**config.mk**
```make
export PLATFORM = sky130hd
export DESIGN_NAME = sync_debounce_multi
export DESIGN_NICKNAME = d
export VERILOG_FILES = /design/src/rtl/sync_debounce_multi.sv
export SDC_FILE = /design/constraint.sdc
export NUM_CORES = 1
export LEC_CHECK = 0
export ABC_AREA = 1
export CAP_MARGIN = 20
export CORE_ASPECT_RATIO = 1.1
export CORE_MARGIN = 5
export CORE_UTILIZATION = 50
export DETAILED_ROUTE_END_ITERATION = 10
export HOLD_SLACK_MARGIN = 0.03
export PLACE_DENSITY = 0.84
export SLEW_MARGIN = 20
export SYNTH_ARGS = -nofsm -noshare
export SYNTH_HDL_FRONTEND = slang
export SYNTH_SLANG_ARGS = --single-unit
export TNS_END_PERCENT = 5
```
**constraint.sdc**
```tcl
create_clock -name clk -period 1.39 [get_ports clk]
set_input_delay 0.139 -clock clk [delete_from_list [all_inputs] [get_ports clk]]
set_output_delay 0.139 -clock clk [all_outputs]
set_load 0.1 [all_outputs]
```
**src/rtl/sync_debounce_multi.sv**
```systemverilog
// Multi-channel input conditioner: per channel a STAGES-deep synchronizer,
// a consecutive-sample debounce filter and registered rise/fall pulses.
// Each channel is an independent lane instance; any_rise is registered so
// it lines up with the per-lane rise pulses.

module sync_debounce_lane #(
  parameter int STAGES          = 2,
  parameter int DEBOUNCE_CYCLES = 16,
  parameter bit RESET_VAL       = 1'b0
) (
  input  logic clk,
  input  logic reset,
  input  logic enable,
  input  logic async_in,
  output logic synced,
  output logic stable,
  output logic rise,
  output logic fall,
  output logic rise_nxt
);
  // DEBOUNCE_CYCLES=1 still needs a 1-bit counter; it only ever holds 0.
  localparam int CW = (DEBOUNCE_CYCLES > 1) ? $clog2(DEBOUNCE_CYCLES) : 1;
  localparam logic [CW-1:0] CNT_MAX = CW'(DEBOUNCE_CYCLES - 1);

  logic [STAGES-1:0] sync_q;
  logic [CW-1:0]     cnt;
  logic              differ;
  logic              done;
  logic              fall_nxt;

  assign synced   = sync_q[STAGES-1];
  assign differ   = (synced != stable);
  // The sample that completes the run flips stable and fires the pulse together.
  assign done     = enable && differ && (cnt == CNT_MAX);
  assign rise_nxt = done &  synced;
  assign fall_nxt = done & ~synced;

  // Synchronizer shift chain; runs regardless of enable.
  always_ff @(posedge clk or negedge reset) begin
    if (!reset) sync_q <= {STAGES{RESET_VAL}};
    else        sync_q <= {sync_q[STAGES-2:0], async_in};
  end

  // Debounce counter and filtered level; any disagreement-free sample or a
  // dropped enable throws away the partial run.
  always_ff @(posedge clk or negedge reset) begin
    if (!reset) begin
      cnt    <= '0;
      stable <= RESET_VAL;
    end else if (!enable || !differ) begin
      cnt    <= '0;
    end else if (done) begin
      cnt    <= '0;
      stable <= synced;
    end else begin
      cnt    <= cnt + 1'b1;
    end
  end

  // Edge pulses, registered so they coincide with the new stable value.
  always_ff @(posedge clk or negedge reset) begin
    if (!reset) begin
      rise <= 1'b0;
      fall <= 1'b0;
    end else begin
      rise <= rise_nxt;
      fall <= fall_nxt;
    end
  end
endmodule

module sync_debounce_multi #(
  parameter int                  CHANNELS        = 4,
  parameter int                  STAGES          = 2,
  parameter int                  DEBOUNCE_CYCLES = 16,
  parameter logic [CHANNELS-1:0] RESET_VAL       = {CHANNELS{1'b0}}
) (
  input  logic                clk,
  input  logic                reset,
  input  logic                enable,
  input  logic [CHANNELS-1:0] async_in,
  output logic [CHANNELS-1:0] synced,
  output logic [CHANNELS-1:0] stable,
  output logic [CHANNELS-1:0] rise,
  output logic [CHANNELS-1:0] fall,
  output logic                any_rise
);
  logic [CHANNELS-1:0] rise_nxt;

  for (genvar g = 0; g < CHANNELS; g++) begin : g_lane
    sync_debounce_lane #(
      .STAGES          (STAGES),
      .DEBOUNCE_CYCLES (DEBOUNCE_CYCLES),
      .RESET_VAL       (RESET_VAL[g])
    ) u_lane (
      .clk      (clk),
      .reset    (reset),
      .enable   (enable),
      .async_in (async_in[g]),
      .synced   (synced[g]),
      .stable   (stable[g]),
      .rise     (rise[g]),
      .fall     (fall[g]),
      .rise_nxt (rise_nxt[g])
    );
  end

  // Registered OR of next-cycle rise pulses, so it is coincident with rise[].
  always_ff @(posedge clk or negedge reset) begin
    if (!reset) any_rise <= 1'b0;
    else        any_rise <= |rise_nxt;
  end
endmodule

```
==> results.toml <==
[status]
status = "finished, final reports clean"

[clock_network]
postCtsHoldBufs = 0
ctsResizeCount = 0
htreeDepth = 2
root_buffer = "clkbuf_4"
clock_latency_ns = 0.34
cts_made_buffers = 5
cts_tree = "yes"
clk_pin_slew_ns = 0.10
cts_setup_buffers = 0
clock_sinks = 37
clockBufferDepth = 2

[yosys]
synth_cells = 154
synthDistinctLibCells = 18
synth-seq-cells = 37
yosysWarnings = 0
synth.yosys.seq_area_share_pct = 58.3
synth_area_sq_mm = 0.00159
syn_nets = 165
syn_avg_cell_area_sq_um = 10.3

[setup_path]
ff2ff_setup_slack_ns = 0.13
reg2reg_to = "any_rise$_DFF_PN0_"
reg2reg_from = "g_lane[2].u_lane.cnt[0]$_DFF_PN0_"
critical_path.top_delay_family = "flip-flops"
crit_cells = 7
worst-path-buf-inv = 2
critPathSlowestCell = "dfrtp_1"
critPathCaptureType = "register"
worstSetupPathType = "reg2reg"
cp-startpoint = "g_lane[2].u_lane.cnt[0]$_DFF_PN0_"
worstPathArrival_ns = 1.49
crit_path_end = "any_rise$_DFF_PN0_"
start_kind = "register"
r2r_cells = 7
crit_path_max_fanout = 3
crit_required_ns = 1.62
path_cells = "ha_1, nand3_1, inv_1, nand4_1, nand2_1, inv_1, nand2_1"
max_stage_delay_ns = 0.41

[timing]
setup_viol = 0
relSlewSlack_pct = 84.5
min_period_ns = 1.26
setup_tns_ns = 0
max_freq_mhz = 796
rsz0062_at_grt = "false"
finalHoldViolCount = 0
skew_ns = 0.00574
slew_viol_final = 0
fin_ws_ns = 0.134
post-route-period-util_pct = 90.4
tightest_slew_ns = 0.233

[routing]
drtIter0Drc = 46
drc = 0
vias_per_cell = 4.98
ant_nets = 0
wire_per_inst_um = 14.0
drtPass1Iterations = 6
drt_wl_total_um = 2850
vias = 1016

[layout]
mostFrequentLayoutCells = "dfrtp_1, inv_1, nand2_1, buf_12, nor2_1"
drive_gt1_share_pct = 20.6
n_antenna_cell = 0
area_growth_pct = 25.3
nets = 181
final_common_cell = "dfrtp_1"
utilization_pct = 65.3

[place]
dp_slack_ns = -0.00609
routabilityCongestion = 0.821
dpl.hpwl_um = 2210
portBuffers = 23

[floorplanning]
die_w_um = 63.8
dieArea_sq_mm = 0.00441
dieHeight_um = 69.1
rows = 21
ios = 24
initial_core_util_pct = 52.1
core_sq_mm = 0.00305

[power_and_ir_drop]
p_int_mw = 1.40
p_switching_mw = 0.437
ir_drop_mv = 0.818
switching_share_pct = 23.9
clockPowerShare_pct = 30.4
powerDensity_mw_per_mm2 = 921
comb_power_share_pct = 8.6
leakage_nw = 1.02
pwr-share-seq_pct = 61.0

[run]
drv_cap = 0

[global_route]
grt_pass1_vias = 1133
track_usage_pct = 14.8
antenna_found_initial = 0
overflow = 0
grt_pass1_wl_um = 5010
grt_max_degree = 38

[min_path]
hold_path_class = "in2async"
==> state kept, by name, indices dropped and copies added (netlist names) <==
name,flops
g_lane.u_lane.cnt,16
g_lane.u_lane.sync_q,8
any_rise,1
g_lane.u_lane.fall,4
g_lane.u_lane.stable,4
g_lane.u_lane.rise,4
==> through the flow <==
stage / power (mW) / std cells / hold slack [ns] / instance area [sq um]
3_5_place_dp: 1.30 / 197 / 0.335 / 1940
6_report: 1.83 / 204 / 0.158 / 1990
2_1_floorplan: 1.22 / 154 / -0.157 / 1590
3_3_place_gp: 1.29 / 197 / 0.333 / 1940
5_1_grt: 1.91 / 204 / 0.175 / 1990
4_1_cts: 1.86 / 204 / 0.155 / 1990
==> synthesized netlist by cell type, drive strengths merged <==
library cell  count  area share [%]
nand3             9             3.5
o21ai             4             1.3
nand2            19             4.6
inv              29             6.9
nand4             4             2.4
nor3              8             2.5
nor2             15             5.1
nor3b             4             1.9
buf              17             8.3
dfrtp            37              58
ha                4             3.1
xor2              4             2.2
==> cell families (layout without fill, tap and decap cells) <==
group	Yosys count	count (layout)	share of synthesized area [%]
AO/OA/AOI/OAI	4	4	1.26
XOR/XNOR	4	4	2.20
adder cells (fa/ha/maj)	4	4	3.15
buffers and inverters	46	62	15.1
flip-flops	37	37	58.3
AND/OR/NAND/NOR	59	59	20.0
==> worst register-to-register path, delay by kind of cell (launching register included) <==
family | cells | cell delay [ns]
DFF | 1 | 0.41
buffers and inverters | 2 | 0.14
and+or+nand+nor | 4 | 0.37
adders and majority gates | 1 | 0.23
==> cell type report <==
cell class	instances	area, sq um
sequential	37	926
timing repair buffer	26	435
inverter	29	109
tap	34	42.5
fill	227	1060
multi-input combinational	71	423
clock buffer	7	55.1
==> how the worst min path moves through the flow <==
| stage | from | end | cells after the start | slack (ns) |
|---|---|---|---|---|
| 6_report | reset | g_lane[3].u_lane.cnt[2]$_DFF_PN0_ | 2 | 0.16 |
| 5_1_grt | reset | g_lane[1].u_lane.cnt[2]$_DFF_PN0_ | 2 | 0.18 |
| 4_1_cts | reset | g_lane[3].u_lane.cnt[0]$_DFF_PN0_ | 2 | 0.15 |
| 3_5_place_dp | g_lane[2].u_lane.sync_q[0]$_DFF_PN0_ | g_lane[2].u_lane.sync_q[1]$_DFF_PN0_ | 0 | 0.33 |
| 3_3_place_gp | g_lane[2].u_lane.sync_q[0]$_DFF_PN0_ | g_lane[2].u_lane.sync_q[1]$_DFF_PN0_ | 0 | 0.33 |
| 2_1_floorplan | reset | any_rise$_DFF_PN0_ | 0 | -0.16 |
==> layer usage <==
layer  part of all wire (%)  global-route usage (%)  vias up
li1                       -                       -      487
met1                     37                    14.5      494
met2                     54                    26.9       29
met3                    6.2                    5.68        6
met4                    2.1                    6.24        0
met5                      0                       0        -
==> power groups by stage <==
stage / sequential, mW / combinational (mW) / clock [mW]
after floorplan: 1.13 / 0.0890 / 0
after global placement: 1.14 / 0.152 / 0
after detailed placement: 1.14 / 0.159 / 0
after CTS: 1.12 / 0.160 / 0.584
after global routing: 1.12 / 0.172 / 0.621
final: 1.12 / 0.157 / 0.558
Power figures use the tool's default switching activity.
